`src/rtl/wos_pkg.sv`:
```
// Shared types and constants for the weighted order-statistic stream filter.
// Latency: n/a (package). Backpressure: n/a.
// Contents: controller state encoding, rank/total-weight width helper, result pipeline depth.
package wos_pkg;

  // Controller states. IDLE is all-zero so the reset value is also the idle encoding.
  typedef enum logic [1:0] {
    ST_IDLE  = 2'd0,
    ST_RUN   = 2'd1,
    ST_DRAIN = 2'd2,
    ST_DONE  = 2'd3
  } wos_state_e;

  // Cycles from a source address being issued to its result write:
  // ROM read (1) + window shift (1) + rank-core output register (1).
  localparam int PIPE_LAT = 3;

  // Width that holds any rank and the largest possible total weight N*(2**W_BITS-1).
  function automatic int rank_bits_f(input int n_taps, input int w_bits);
    return $clog2(n_taps * ((1 << w_bits) - 1) + 1);
  endfunction

endpackage

```
`src/rtl/wos_rank_core.sv`:
```
// Weighted order-statistic selector over N window taps with one output register.
// Latency: 1 cycle from taps_i/en_i to sel_o. Backpressure: none, loads whenever en_i is high.
// Ports: clk_i/rst_i (async active-high), en_i load enable, taps_i (tap 0 in low bits),
//        weights_i (W_BITS per tap), rank_i (0 = minimum), sel_o registered selected sample.
module wos_rank_core
  import wos_pkg::*;
#(
  parameter int N         = 3,
  parameter int DATA_BITS = 8,
  parameter int W_BITS    = 2,
  parameter int RANK_BITS = rank_bits_f(N, W_BITS)
) (
  input  logic                   clk_i,
  input  logic                   rst_i,
  input  logic                   en_i,
  input  logic [N*DATA_BITS-1:0] taps_i,
  input  logic [N*W_BITS-1:0]    weights_i,
  input  logic [RANK_BITS-1:0]   rank_i,
  output logic [DATA_BITS-1:0]   sel_o
);

  logic [DATA_BITS-1:0] x    [N];
  logic [RANK_BITS-1:0] w    [N];
  logic [RANK_BITS-1:0] cum  [N];
  logic                 qual [N];
  logic [RANK_BITS-1:0] total;
  logic [RANK_BITS-1:0] eff_rank;
  logic [DATA_BITS-1:0] sel_d;
  logic [DATA_BITS-1:0] sel_q;

  always_comb begin
    for (int i = 0; i < N; i++) begin
      x[i] = taps_i[i*DATA_BITS +: DATA_BITS];
      w[i] = RANK_BITS'(weights_i[i*W_BITS +: W_BITS]);
    end
  end

  // Total weight cannot overflow: RANK_BITS is sized for every weight at maximum.
  always_comb begin
    total = '0;
    for (int i = 0; i < N; i++) begin
      total = total + w[i];
    end
  end

  // Ranks past the end of the multiset select its largest element.
  // When total is zero this wraps, but the result is forced to zero below.
  assign eff_rank = (rank_i >= total) ? (total - RANK_BITS'(1)) : rank_i;

  // For each tap j: weight of all taps not greater than x[j]. Tap j is a
  // candidate when that cumulative weight passes the effective rank.
  always_comb begin
    for (int j = 0; j < N; j++) begin
      logic [RANK_BITS-1:0] acc;
      acc = '0;
      for (int i = 0; i < N; i++) begin
        if (x[i] <= x[j]) begin
          acc = acc + w[i];
        end
      end
      cum[j]  = acc;
      qual[j] = (acc > eff_rank);
    end
  end

  // Smallest candidate value is the weighted order statistic.
  always_comb begin
    logic                 found;
    logic [DATA_BITS-1:0] best;
    found = 1'b0;
    best  = '0;
    for (int j = 0; j < N; j++) begin
      if (qual[j] && (!found || (x[j] < best))) begin
        found = 1'b1;
        best  = x[j];
      end
    end
    sel_d = (total == '0) ? '0 : best;
  end

  always_ff @(posedge clk_i or posedge rst_i) begin
    if (rst_i) begin
      sel_q <= '0;
    end else if (en_i) begin
      sel_q <= sel_d;
    end
  end

  assign sel_o = sel_q;

endmodule

```
`src/rtl/wos_stream_filter.sv`:
```
// DMA-style WOS filter: streams len samples from a sync ROM through an N-tap window into a result RAM.
// Latency: result k written exactly 3 cycles after src_addr_o = k. Backpressure: none; one sample per cycle.
// Ports: start_i/abort_i control, len_i/rank_i/weights_i config (latched on accepted start),
//        src_addr_o/src_data_i ROM side, res_we_o/res_addr_o/res_data_o RAM side, busy_o/done_o/wt_err_o status.
module wos_stream_filter
  import wos_pkg::*;
#(
  parameter int N         = 3,
  parameter int DATA_BITS = 8,
  parameter int ADDR_BITS = 8,
  parameter int W_BITS    = 2,
  parameter int RANK_BITS = rank_bits_f(N, W_BITS)
) (
  input  logic                 clk_i,
  input  logic                 rst_i,
  input  logic                 start_i,
  input  logic                 abort_i,
  input  logic [ADDR_BITS-1:0] len_i,
  input  logic [RANK_BITS-1:0] rank_i,
  input  logic [N*W_BITS-1:0]  weights_i,
  output logic [ADDR_BITS-1:0] src_addr_o,
  input  logic [DATA_BITS-1:0] src_data_i,
  output logic                 res_we_o,
  output logic [ADDR_BITS-1:0] res_addr_o,
  output logic [DATA_BITS-1:0] res_data_o,
  output logic                 busy_o,
  output logic                 done_o,
  output logic                 wt_err_o
);

  wos_state_e state_q, state_d;

  logic [ADDR_BITS-1:0]   len_q;
  logic [RANK_BITS-1:0]   rank_q;
  logic [N*W_BITS-1:0]    wts_q;
  logic                   wt_err_q;
  logic [ADDR_BITS-1:0]   addr_q;
  logic [PIPE_LAT-1:0]    vld_q;            // bit 0 = address issued last cycle
  logic [ADDR_BITS-1:0]   adr_q [PIPE_LAT];
  logic [DATA_BITS-1:0]   taps_q [N];       // tap 0 = newest sample
  logic [N*DATA_BITS-1:0] taps_flat;
  logic [RANK_BITS-1:0]   wsum_in;

  logic accept;
  logic flush;
  logic issue;
  logic last_issue;

  // abort takes priority over a simultaneous start in IDLE.
  assign accept     = (state_q == ST_IDLE) && start_i && !abort_i;
  assign flush      = (state_q != ST_IDLE) && abort_i;
  assign last_issue = (addr_q == (len_q - ADDR_BITS'(1)));

  // ---------------- controller: state register ----------------
  always_ff @(posedge clk_i or posedge rst_i) begin
    if (rst_i) begin
      state_q <= ST_IDLE;
    end else begin
      state_q <= state_d;
    end
  end

  // ---------------- controller: next state ----------------
  // A zero-length job goes through DRAIN (pipeline already empty) so busy is
  // high for one cycle and done follows two cycles after the start.
  always_comb begin
    state_d = state_q;
    unique case (state_q)
      ST_IDLE: begin
        if (accept) begin
          state_d = (len_i == '0) ? ST_DRAIN : ST_RUN;
        end
      end
      ST_RUN: begin
        if (abort_i) begin
          state_d = ST_IDLE;
        end else if (last_issue) begin
          state_d = ST_DRAIN;
        end
      end
      ST_DRAIN: begin
        // Leave once only the final write is left in the last stage.
        if (abort_i) begin
          state_d = ST_IDLE;
        end else if (!vld_q[0] && !vld_q[1]) begin
          state_d = ST_DONE;
        end
      end
      ST_DONE: begin
        state_d = ST_IDLE;
      end
      default: begin
        state_d = ST_IDLE;
      end
    endcase
  end

  // ---------------- controller: outputs ----------------
  always_comb begin
    busy_o = 1'b0;
    done_o = 1'b0;
    issue  = 1'b0;
    unique case (state_q)
      ST_RUN: begin
        busy_o = 1'b1;
        issue  = 1'b1;
      end
      ST_DRAIN: begin
        busy_o = 1'b1;
      end
      ST_DONE: begin
        done_o = 1'b1;
      end
      default: begin
        busy_o = 1'b0;
      end
    endcase
  end

  // Total of the incoming weights, used to flag an empty multiset at start.
  always_comb begin
    wsum_in = '0;
    for (int i = 0; i < N; i++) begin
      wsum_in = wsum_in + RANK_BITS'(weights_i[i*W_BITS +: W_BITS]);
    end
  end

  // Job configuration and source address counter.
  always_ff @(posedge clk_i or posedge rst_i) begin
    if (rst_i) begin
      len_q    <= '0;
      rank_q   <= '0;
      wts_q    <= '0;
      wt_err_q <= 1'b0;
      addr_q   <= '0;
    end else if (accept) begin
      len_q    <= len_i;
      rank_q   <= rank_i;
      wts_q    <= weights_i;
      wt_err_q <= (wsum_in == '0);
      addr_q   <= '0;
    end else if (issue) begin
      addr_q <= addr_q + ADDR_BITS'(1);
    end
  end

  // Valid and address pipeline alongside the ROM read / window / rank stages.
  // abort drops everything in flight, so no further writes appear.
  always_ff @(posedge clk_i or posedge rst_i) begin
    if (rst_i) begin
      vld_q <= '0;
      for (int i = 0; i < PIPE_LAT; i++) begin
        adr_q[i] <= '0;
      end
    end else begin
      vld_q    <= flush ? '0 : {vld_q[PIPE_LAT-2:0], issue};
      adr_q[0] <= addr_q;
      for (int i = 1; i < PIPE_LAT; i++) begin
        adr_q[i] <= adr_q[i-1];
      end
    end
  end

  // Window shift register. The first sample of a job fills every tap so the
  // leading outputs see s[<0] = s[0].
  always_ff @(posedge clk_i or posedge rst_i) begin
    if (rst_i) begin
      for (int i = 0; i < N; i++) begin
        taps_q[i] <= '0;
      end
    end else if (vld_q[0]) begin
      if (adr_q[0] == '0) begin
        for (int i = 0; i < N; i++) begin
          taps_q[i] <= src_data_i;
        end
      end else begin
        taps_q[0] <= src_data_i;
        for (int i = 1; i < N; i++) begin
          taps_q[i] <= taps_q[i-1];
        end
      end
    end
  end

  always_comb begin
    taps_flat = '0;
    for (int i = 0; i < N; i++) begin
      taps_flat[i*DATA_BITS +: DATA_BITS] = taps_q[i];
    end
  end

  wos_rank_core #(
    .N         (N),
    .DATA_BITS (DATA_BITS),
    .W_BITS    (W_BITS),
    .RANK_BITS (RANK_BITS)
  ) u_rank_core (
    .clk_i     (clk_i),
    .rst_i     (rst_i),
    .en_i      (vld_q[1]),
    .taps_i    (taps_flat),
    .weights_i (wts_q),
    .rank_i    (rank_q),
    .sel_o     (res_data_o)
  );

  assign src_addr_o = addr_q;
  assign res_we_o   = vld_q[PIPE_LAT-1];
  assign res_addr_o = adr_q[PIPE_LAT-1];
  assign wt_err_o   = wt_err_q;

endmodule

```
`config.mk`:
```
export PLATFORM = sky130hd
export DESIGN_NAME = wos_stream_filter
export DESIGN_NICKNAME = d
export VERILOG_FILES = /design/src/rtl/wos_pkg.sv /design/src/rtl/wos_rank_core.sv /design/src/rtl/wos_stream_filter.sv
export SDC_FILE = /design/constraint.sdc
export NUM_CORES = 1
export LEC_CHECK = 0
export BUFFER_PORTS_ARGS = -buffer_cell sky130_fd_sc_hd__buf_4
export CORE_ASPECT_RATIO = 1.2
export CORE_MARGIN = 3
export CORE_UTILIZATION = 54
export CTS_CLUSTER_DIAMETER = 50
export DETAILED_ROUTE_END_ITERATION = 7
export MAX_ROUTING_LAYER = met4
export PLACE_DENSITY_LB_ADDON = 0.05
export SLEW_MARGIN = 10
export SYNTH_ARGS = -nofsm -noshare
export SYNTH_HDL_FRONTEND = slang
export SYNTH_SLANG_ARGS = --single-unit
export TNS_END_PERCENT = 30
```
`constraint.sdc`:
```
create_clock -name clk_i -period 8.2 [get_ports clk_i]
set_clock_uncertainty 0.05 [all_clocks]
set_input_delay 0 -clock clk_i [delete_from_list [all_inputs] [get_ports clk_i]]
set_output_delay 0 -clock clk_i [all_outputs]
set_load 0.05 [all_outputs]
```
# [Word-level counts from Yosys, hierarchy flattened]
# Index checks and enable logic that the tools add are counted.
[totals] regBits=88 in_bits=30 out_inout_bits=28 word_cells=101
[op_classes] add_sub_neg=13 order_cmp=15 eq_ne=7 muxes=30 reduce_logical=22
[op_table] operator="$le 8x8->1" n=9
[op_table] operator="$mux 8" n=6
[op_table] operator="$mux 4" n=7
[op_table] operator="$mux 2" n=9
[op_table] operator="$add 4x2->4" n=4
[op_table] operator="$logic_not 8->1" n=2
[op_table] operator="$lt 8x8->1" n=2
[op_table] operator="$mux 16" n=1
[op_table] operator="$add 2x2->3" n=5
[op_table] operator="$gt 4x4->1" n=3
[op_table] operator="$add 8x1->8 const B" n=1
[op_table] operator="$eq 8x8->1" n=1
[op_table] operator="$logic_not 4->1" n=2
[op_table] operator="$pmux 2 s4" n=1
[op_table] operator="$sub 8x1->8 const B" n=1
[op_table] operator="$logic_and 1x1->1" n=6
[op_table] operator="$ne 3x3->1 const B" n=2
[op_table] operator="$logic_not 1->1" n=5
[op_table] operator="$mux 1" n=5
[op_table] operator="$add 3x2->4" n=1
[op_table] operator="$eq 2x2->1 const B" n=2
[op_table] operator="$ge 4x4->1" n=1
[op_table] operator="$reduce_bool 2->1" n=2
[op_table] operator="$sub 4x1->4 const B" n=1
[op_table] operator="7 further kinds" n=8

# [Depth between registers and ports, before layout]
# Gate-level depths: netlist (run 1).
[depth] ltp_word=17 depth_mapped=36

# [Modules after synthesis]
# From an unflattened synthesis (run 1), not the netlist that was laid out.
[hier_totals] hier_cells=617 hier_area_um2=6058.3
[by_module_without_submodules] module="wos_stream_filter" n_inst=1 cells_each=306 area_each_um2=3417.0
[by_module_without_submodules] module="wos_rank_core" n_inst=1 cells_each=311 area_each_um2=2641.3

# [Least setup slack after synthesis (run 1)]
# OpenSTA, ideal clock, no wires.
[synth_timing] path_kind="reg-to-reg" from="register wts_q[0]" to="register u_rank_core.sel_q[1], in the netlist u_rank_core.sel_o[1]" setup_ns=0.070 t_arrival_ns=6.732 t_required_ns=8.080 setup_slack_ns=1.348 path_stages_with_launch=33 path_buffers=3 period_less_slack_ns=6.852 path_cell_list="dfrtp_1 -> ha_1 -> inv_1 -> fa_1 -> fa_1 -> ha_1 -> a21o_1 -> maj3_1 -> a21oi_1 -> mux2i_1 -> ha_1 -> a21oi_1 -> o21ai_1 -> and2_2 -> dlymetal6s2s_1 -> nand2_1 -> ha_1 -> a211o_1 -> a21oi_2 -> o211ai_1 -> nand2_1 -> o21a_1 -> buf_6 -> a22o_2 -> inv_1 -> ha_1 -> nand4_1 -> nor2_1 -> o21ai_0 -> a311o_2 -> buf_6 -> a211oi_1 -> nand3b_1"
[synth_via] elab_chain_cells=16 elab_cells_between_ends=38 classes_between="add/sub (9); order compare (6); mux (16); reduce/logical (7)"
[synth_rtl] item="from (decl)" line_no="wos_stream_filter.sv:35" rtl="logic [N*W_BITS-1:0] wts_q;"
[synth_rtl] item="from (signal assigned)" line_no="wos_stream_filter.sv:139" rtl="wts_q <= weights_i;"
[synth_rtl] item="branches (longest 15 deep; another with $lt 8x8->1)"
[synth_rtl] item="$mux 8 (*)" line_no="wos_rank_core.sv:78" rtl="sel_d = (total == '0) ? '0 : best;"
[synth_rtl] item="to (signal assigned)" line_no="wos_rank_core.sv:85" rtl="sel_q <= sel_d;"
[synth_rtl] item="to (decl)" line_no="wos_rank_core.sv:29" rtl="logic [DATA_BITS-1:0] sel_q;"
# Every way passes the cells marked *.
# A chain may end at the register's enable or synchronous reset.

# [Final worst setup path (run 1)]
[layout_timing] from="register wts_q[2]" to="register u_rank_core.sel_q[2], in the netlist u_rank_core.sel_o[2]"
[layout_via] elab_chain_cells=15 elab_cells_between_ends=35 classes_between="add/sub (9); order compare (6); mux (13); reduce/logical (7)"
[layout_rtl] item="$add 2x2->3, on equally long branches" line_no="wos_rank_core.sv:42, wos_rank_core.sv:58"
[layout_rtl] item="$add 4x2->4 / $mux 4 (equally long branches)" line_no="wos_rank_core.sv:42, wos_rank_core.sv:57"
[layout_rtl] item="$sub 4x1->4 (tied with other cells)" line_no="wos_rank_core.sv:48" rtl="assign eff_rank = (rank_i >= total) ? (total - RANK_BITS'(1)) : rank_i;"
[layout_rtl] item="$mux 4, on equally long branches" line_no="wos_rank_core.sv:48, wos_rank_core.sv:57"
[layout_rtl] item="$gt 4x4->1" line_no="wos_rank_core.sv:62" rtl="qual[j] = (acc > eff_rank);"
[layout_rtl] item="$mux 8 / $mux 1 (equally long branches)" line_no="wos_rank_core.sv:73" rtl="if (qual[j] && (!found || (x[j] < best))) begin"
[layout_rtl] item="$lt 8x8->1 / $logic_not 1->1 (equally long branches)" line_no="wos_rank_core.sv:73"
[layout_rtl] item="$logic_or 1x1->1" line_no="wos_rank_core.sv:73"
[layout_rtl] item="$logic_and 1x1->1" line_no="wos_rank_core.sv:73"
[layout_rtl] item="$mux 8 / $mux 1 (equally long branches)" line_no="wos_rank_core.sv:73"
[layout_rtl] item="$lt 8x8->1 / $logic_not 1->1 (equally long branches)" line_no="wos_rank_core.sv:73"
[layout_rtl] item="$logic_or 1x1->1" line_no="wos_rank_core.sv:73"
[layout_rtl] item="$logic_and 1x1->1" line_no="wos_rank_core.sv:73"
[layout_rtl] item="$mux 8" line_no="wos_rank_core.sv:73"
[layout_rtl] item="$mux 8 (*)" line_no="wos_rank_core.sv:78"
# Every way passes the cells marked *; elsewhere a longest branch is shown, timed or not.

==> flow_summary.json, run 1 <==
{
  "status": "finished clean",
  "rows": 41,
  "gp_congestion": 0.857,
  "antenna_found_initial": 0,
  "grt_use_total_pct": 23.8,
  "cts_tree": "done",
  "clk_latency_ns": 0.35,
  "fin_hold_ws_ns": 0.180,
  "coreArea_mm2": 0.0106,
  "drt-initial-drc-count": 165,
  "maxSlewHeadroom_pct": 38.2,
  "placed_cell_area_mm2": 0.00635,
  "fill_cells": 873,
  "max_stage_delay_ns": 0.61,
  "drt_first_pass_iters": 4,
  "avgSynthCellArea_um2": 9.41,
  "yosys_register_bits": 88,
  "die_h_um": 120,
  "crit_top_cell": "ha_1",
  "fin_nets": 820,
  "fmax_mhz": 133,
  "clk_path_buf_depth": 2,
  "worstPathMaxFanout": 14,
  "synth_area_mm2": 0.00588,
  "wl_um": 13300,
  "endpoint_kind": "register",
  "synth_edf_count": 0,
  "period_share_pct": 91.5,
  "crit_slowest_cell": "fa_1",
  "crit_family": "compound AO/OA/AOI/OAI gates",
  "start_util_pct": 55.6,
  "fin_area_mm2": 0.00699,
  "async_flop_share_pct": 100,
  "worst_slew_pin_slew_ns": 0.925,
  "multiInputGateArea_mm2": 0.00332,
  "rsz0062_at_grt": "no",
  "setup_viol": 0,
  "cp.arrival_ns": 7.68,
  "post_route_cells_drive_above_1_share_pct": 12.5,
  "synth_top_flop_cell": "dfrtp_1",
  "synth_area_leaders": "dfrtp_1, ha_1, nand2_1",
  "via_count": 4747,
  "slew_violations": 0,
  "grt_pass1_vias": 4760,
  "area_growth_pct": 19.0,
  "critPathKind": "register to register",
  "diodes": 0,
  "dieArea_mm2": 0.0122,
  "dp_hpwl_um": 9910,
  "period_minus_slack_ns": 7.50,
  "postSynthCellCount": 625,
  "seq_area_frac_synth_pct": 37.5,
  "io_pins": 58,
  "root_buffer": "clkbuf_16",
  "finalNonFillerCells": 842,
  "cp.required_ns": 8.38,
  "synth_top_area_share_pct": 37.5,
  "cts_made_buffers": 9,
  "yosysWarningCount": 0,
  "final_antenna_net_count": 0,
  "viasPerCell": 5.64,
  "r2r_cells": 30,
  "crit_path_start_kind": "register",
  "post_drt_wl_per_cell_um": 15.8,
  "whs_path_depth": 5,
  "grt_pass1_wl_um": 22400,
  "critPathBufInv": 1,
  "placed_cells_incl_taps": 790,
  "path_clk_slew_ns": 0.07,
  "seq_area_mm2": 0.00220,
  "final_common_cell": "dfrtp_1",
  "numPortBuffers": 57,
  "grt_max_degree": 51,
  "cts.sinks": 88,
  "crit_cells": 30,
  "drc": 0,
  "synth_fp_nets": 737,
  "drv_cap": 0,
  "hp-class": "input port to register",
  "final.setup.tns_ns": 0,
  "cts_resized": 0,
  "hold_viol": 0,
  "die_x_um": 101,
  "synth_cell_types": 58,
  "mostFrequentLayoutCells": "dfrtp_1, nand2_1, ha_1",
  "overflow": 0,
  "htree_levels": 3,
  "synth_top_area_cell": "dfrtp_1"
}
[routing by layer]
metal / wire [um] / vias up / GRT usage (%)
met5: 0 / - / -
met4: 299 / 0 / 7.65
met3: 434 / 23 / 4.44
met2: 6840 / 91 / 40.5
met1: 5750 / 2294 / 28.5
li1: - / 2339 / -
[stage by stage]
stage          util, %  setup WS (ns)
6_report          66.2          0.700
5_1_grt           66.2          0.227
4_1_cts           66.2          0.755
3_5_place_dp      60.1          0.755
3_3_place_gp      60.1           1.07
2_1_floorplan        -           1.35
[synth_stat cells, types with 3 or more instances]
master and count:
a21o_1 7, a21oi_1 46, clkbuf_1 12, o21ai_0 26, xor2_1 11, nor2b_1 7
buf_4 8, nand3b_1 9, a31oi_1 3, nand4_1 20, nand2_1 82, and2_1 6
o211ai_1 6, inv_1 54, fa_1 9, xnor2_1 11, o21ai_1 5, nor2_1 38
buf_6 3, nor3_1 8, nand2b_1 5, mux2i_1 22, dfrtp_1 88, a22oi_1 6
a211oi_1 8, nor3b_1 4, o21a_1 8, nor4_1 4, nand3_1 4, ha_1 73
[cell families after synthesis]
| family | Yosys count | synth area share (%) |
|---|---|---|
| and+or+nand+nor | 196 | 15.9 |
| AOI/OAI and AO/OA | 132 | 14.2 |
| DFF | 88 | 37.5 |
| adders and majority gates | 83 | 18.8 |
| buffers and inverters | 79 | 6.09 |
| muxes | 25 | 4.32 |
| xor gates and xnor gates | 22 | 3.28 |
[final cells by class]
| class | count | area share (%) |
|---|---|---|
| Timing Repair Buffer | 96 | 11.6 |
| Multi-Input combinational cell | 458 | 47.5 |
| Inverter | 55 | 2.97 |
| Tap cell | 129 | 2.31 |
| Sequential cell | 88 | 31.5 |
| Clock buffer | 9 | 3.22 |
| Clock inverter | 7 | 0.894 |
[flip-flops by register name, summed over array words and instances (netlist names)]
name	flops
wts_q	6
src_addr_o	8
len_q	8
state_q	2
rank_q	4
wt_err_o	1
adr_q	16
taps_flat	24
u_rank_core.sel_o	8
res_addr_o	8
vld_q	3
[worst register-to-register path: cells and delay by family (launching register included)]
kind / cells / cell delay, ns
adder cells (fa/ha/maj): 8 / 2.78
buffers and inverters: 1 / 0.06
flip-flops: 1 / 0.42
AND/OR/NAND/NOR: 5 / 0.74
AO/OA/AOI/OAI: 16 / 3.31
[what timing repair did]
action                                 in CTS  in global routing
setup endpoints to repair                   0                  0
buffers inserted                            0                  0
hold buffers                               36                  0
endpoints found under the hold margin      83                  0
[final timing paths]
check | start | to | slack [ns]
worst min register to register | adr_q[8] | res_addr_o[0] | 0.30
worst min-delay path | start_i | state_q[0] | 0.18
worst max register to register | wts_q[2] | u_rank_core.sel_o[2] | 0.70
worst max-delay path | wts_q[2] | u_rank_core.sel_o[2] | 0.70
max in group asynchronous | rst_i | wts_q[3] | 6.81
min in group asynchronous | rst_i | res_addr_o[5] | 0.25
Power of run 1 is left out: the tool's default activity adds up to more than one toggle a clock period on the data nets, which glitch-free logic cannot reach.
==> run 2: changes to the inputs <==
--- a/config.mk
+++ b/config.mk
@@ -6,9 +6,11 @@
 export NUM_CORES = 1
 export LEC_CHECK = 0
 export BUFFER_PORTS_ARGS = -buffer_cell sky130_fd_sc_hd__buf_4
+export CELL_PAD_IN_SITES_DETAIL_PLACEMENT = 0
+export CELL_PAD_IN_SITES_GLOBAL_PLACEMENT = 1
 export CORE_ASPECT_RATIO = 1.2
 export CORE_MARGIN = 3
-export CORE_UTILIZATION = 54
+export CORE_UTILIZATION = 46
 export CTS_CLUSTER_DIAMETER = 50
 export DETAILED_ROUTE_END_ITERATION = 7
 export MAX_ROUTING_LAYER = met4
==> run 2 against run 1 <==
Net effect: flip-flop and latch count unchanged; critical endpoint is now u_rank_core.sel_o[4]; largest cell class unchanged; first-iteration DRC count up 38%; global-route usage down 2.7 points; maximum frequency down 0.39%; register-to-register slack worse by 0.03 ns; clock-buffer cell count unchanged; worst hold slack worse by 0.046 ns; setup slack worse by 0.029 ns; critical path depth unchanged; sequential share of layout area down 0.22 points; cell count up 3.7%.
==> flow_summary.json, run 2 (synthesis results as in run 1) <==
{
  "crit_top_cell": "ha_1",
  "multiInputGateArea_mm2": 0.00332,
  "crit_slowest_cell": "fa_1",
  "grt_pass1_wl_um": 23000,
  "drc": 0,
  "cts_resized": 0,
  "hp-class": "input port to asynchronous set/reset pin",
  "root_buffer": "clkbuf_16",
  "layout_setup_ws_ns": 0.671,
  "antenna_found_initial": 0,
  "htree_levels": 3,
  "final_antenna_net_count": 0,
  "start_util_pct": 47.9,
  "rows": 44,
  "place_ws_ns": 0.738,
  "largest_reg_flops": 24,
  "cts_tree": "done",
  "setup_viol": 0,
  "cts_made_buffers": 9,
  "via_count": 4608,
  "dp_hpwl_um": 10100,
  "die_x_um": 109,
  "diodes": 0,
  "cts.sinks": 88,
  "fmax_mhz": 133,
  "cp.required_ns": 8.37,
  "io_pins": 58,
  "path_clk_slew_ns": 0.08,
  "wl_um": 13300,
  "worstPathMaxFanout": 14,
  "cp.arrival_ns": 7.70,
  "numPortBuffers": 57,
  "finalNonFillerCells": 873,
  "maxSlewHeadroom_pct": 37.6,
  "drt_first_pass_iters": 5,
  "period_share_pct": 91.8,
  "final_common_cell": "dfrtp_1",
  "critPathKind": "register to register",
  "coreArea_mm2": 0.0123,
  "reg2reg_slack_ns": 0.67,
  "seq_area_mm2": 0.00220,
  "mostFrequentLayoutCells": "dfrtp_1, nand2_1, ha_1",
  "area_growth_pct": 19.8,
  "postCtsSetupBuffers": 0,
  "fill_cells": 1096,
  "status": "finished clean",
  "rsz0062_at_grt": "no",
  "grt_pass1_vias": 4774,
  "slew_violations": 0,
  "crit_path_start_kind": "register",
  "post_route_cells_drive_above_1_share_pct": 12.5,
  "fin_nets": 819,
  "die_h_um": 130,
  "final_core_util_pct": 57.4,
  "r2r_end": "u_rank_core.sel_o[4]",
  "endpoint_kind": "register",
  "final.setup.tns_ns": 0,
  "clk_path_buf_depth": 2,
  "viasPerCell": 5.28,
  "gp_congestion": 0.858,
  "r2r_cells": 30,
  "post_drt_wl_per_cell_um": 15.3,
  "drv_cap": 0,
  "hold_viol": 0,
  "grt_use_total_pct": 21.1,
  "dieArea_mm2": 0.0142,
  "placed_cells_incl_taps": 822,
  "period_minus_slack_ns": 7.53,
  "worst_slew_pin_slew_ns": 0.933,
  "drt-initial-drc-count": 228,
  "clk_latency_ns": 0.34,
  "r2r_start": "wts_q[0]",
  "grt_max_degree": 66,
  "overflow": 0,
  "max_stage_delay_ns": 0.60
}
run 2: cell count changes in the layout (fill, tap and decap cells not counted):
cell	previous run	this run
clkinvlp_4	2	0
clkinv_8	0	2
clkinv_2	2	1
inv_8	3	2
inv_6	1	3
dlygate4sd3_1	36	35
run 2: stage by stage:
step / instance area (um2) / hold WS [ns]
floorplan: 5880 / 0.0554
global placement: 6390 / -0.0540
detailed placement: 6390 / -0.0432
CTS: 7040 / 0.133
global route: 7040 / 0.177
finish: 7040 / 0.134
run 2: worst max path at each step:
stage,startpoint,to,cells past startpoint,slack (ns)
final,wts_q[0],u_rank_core.sel_o[4],30,0.67
after global routing,wts_q[0],u_rank_core.sel_o[4],29,0.05
after CTS,wts_q[0],u_rank_core.sel_o[4],29,0.71
after detailed placement,wts_q[0],u_rank_core.sel_o[4],29,0.74
after global placement,wts_q[0],u_rank_core.sel_o[6],29,1.05
after floorplan,wts_q[0],u_rank_core.sel_o[1],32,1.35
run 2: cell type report:
| type | instances | area share, % |
|---|---|---|
| multi-input cells | 458 | 47.2 |
| flip-flops and latches | 88 | 31.3 |
| repair buffers | 95 | 11.4 |
| clock buffers | 9 | 3.20 |
| inverters | 55 | 2.95 |
| well taps | 161 | 2.86 |
| clock inverters | 7 | 1.15 |
run 2: what timing repair did:
item	4_1_cts	5_1_grt
hold buffers	35	0
setup endpoints to repair	0	0
hold endpoints to repair	68	0
run 2: per-layer routing:
layer,track usage [%],vias up,wire (um)
met1,26.6,2127,6020
li1,-,2351,-
met4,7.92,0,378
met2,34.6,101,6520
met5,-,-,0
met3,3.12,29,411
run 2: critical path, delay by kind of cell (launching register included):
kind | cells | cell delay [ns]
adders and majority gates | 8 | 2.77
buffers and inverters | 1 | 0.06
and+or+nand+nor | 5 | 0.76
DFF | 1 | 0.41
AOI/OAI and AO/OA | 16 | 3.32
Power of run 2 is left out for the same reason.
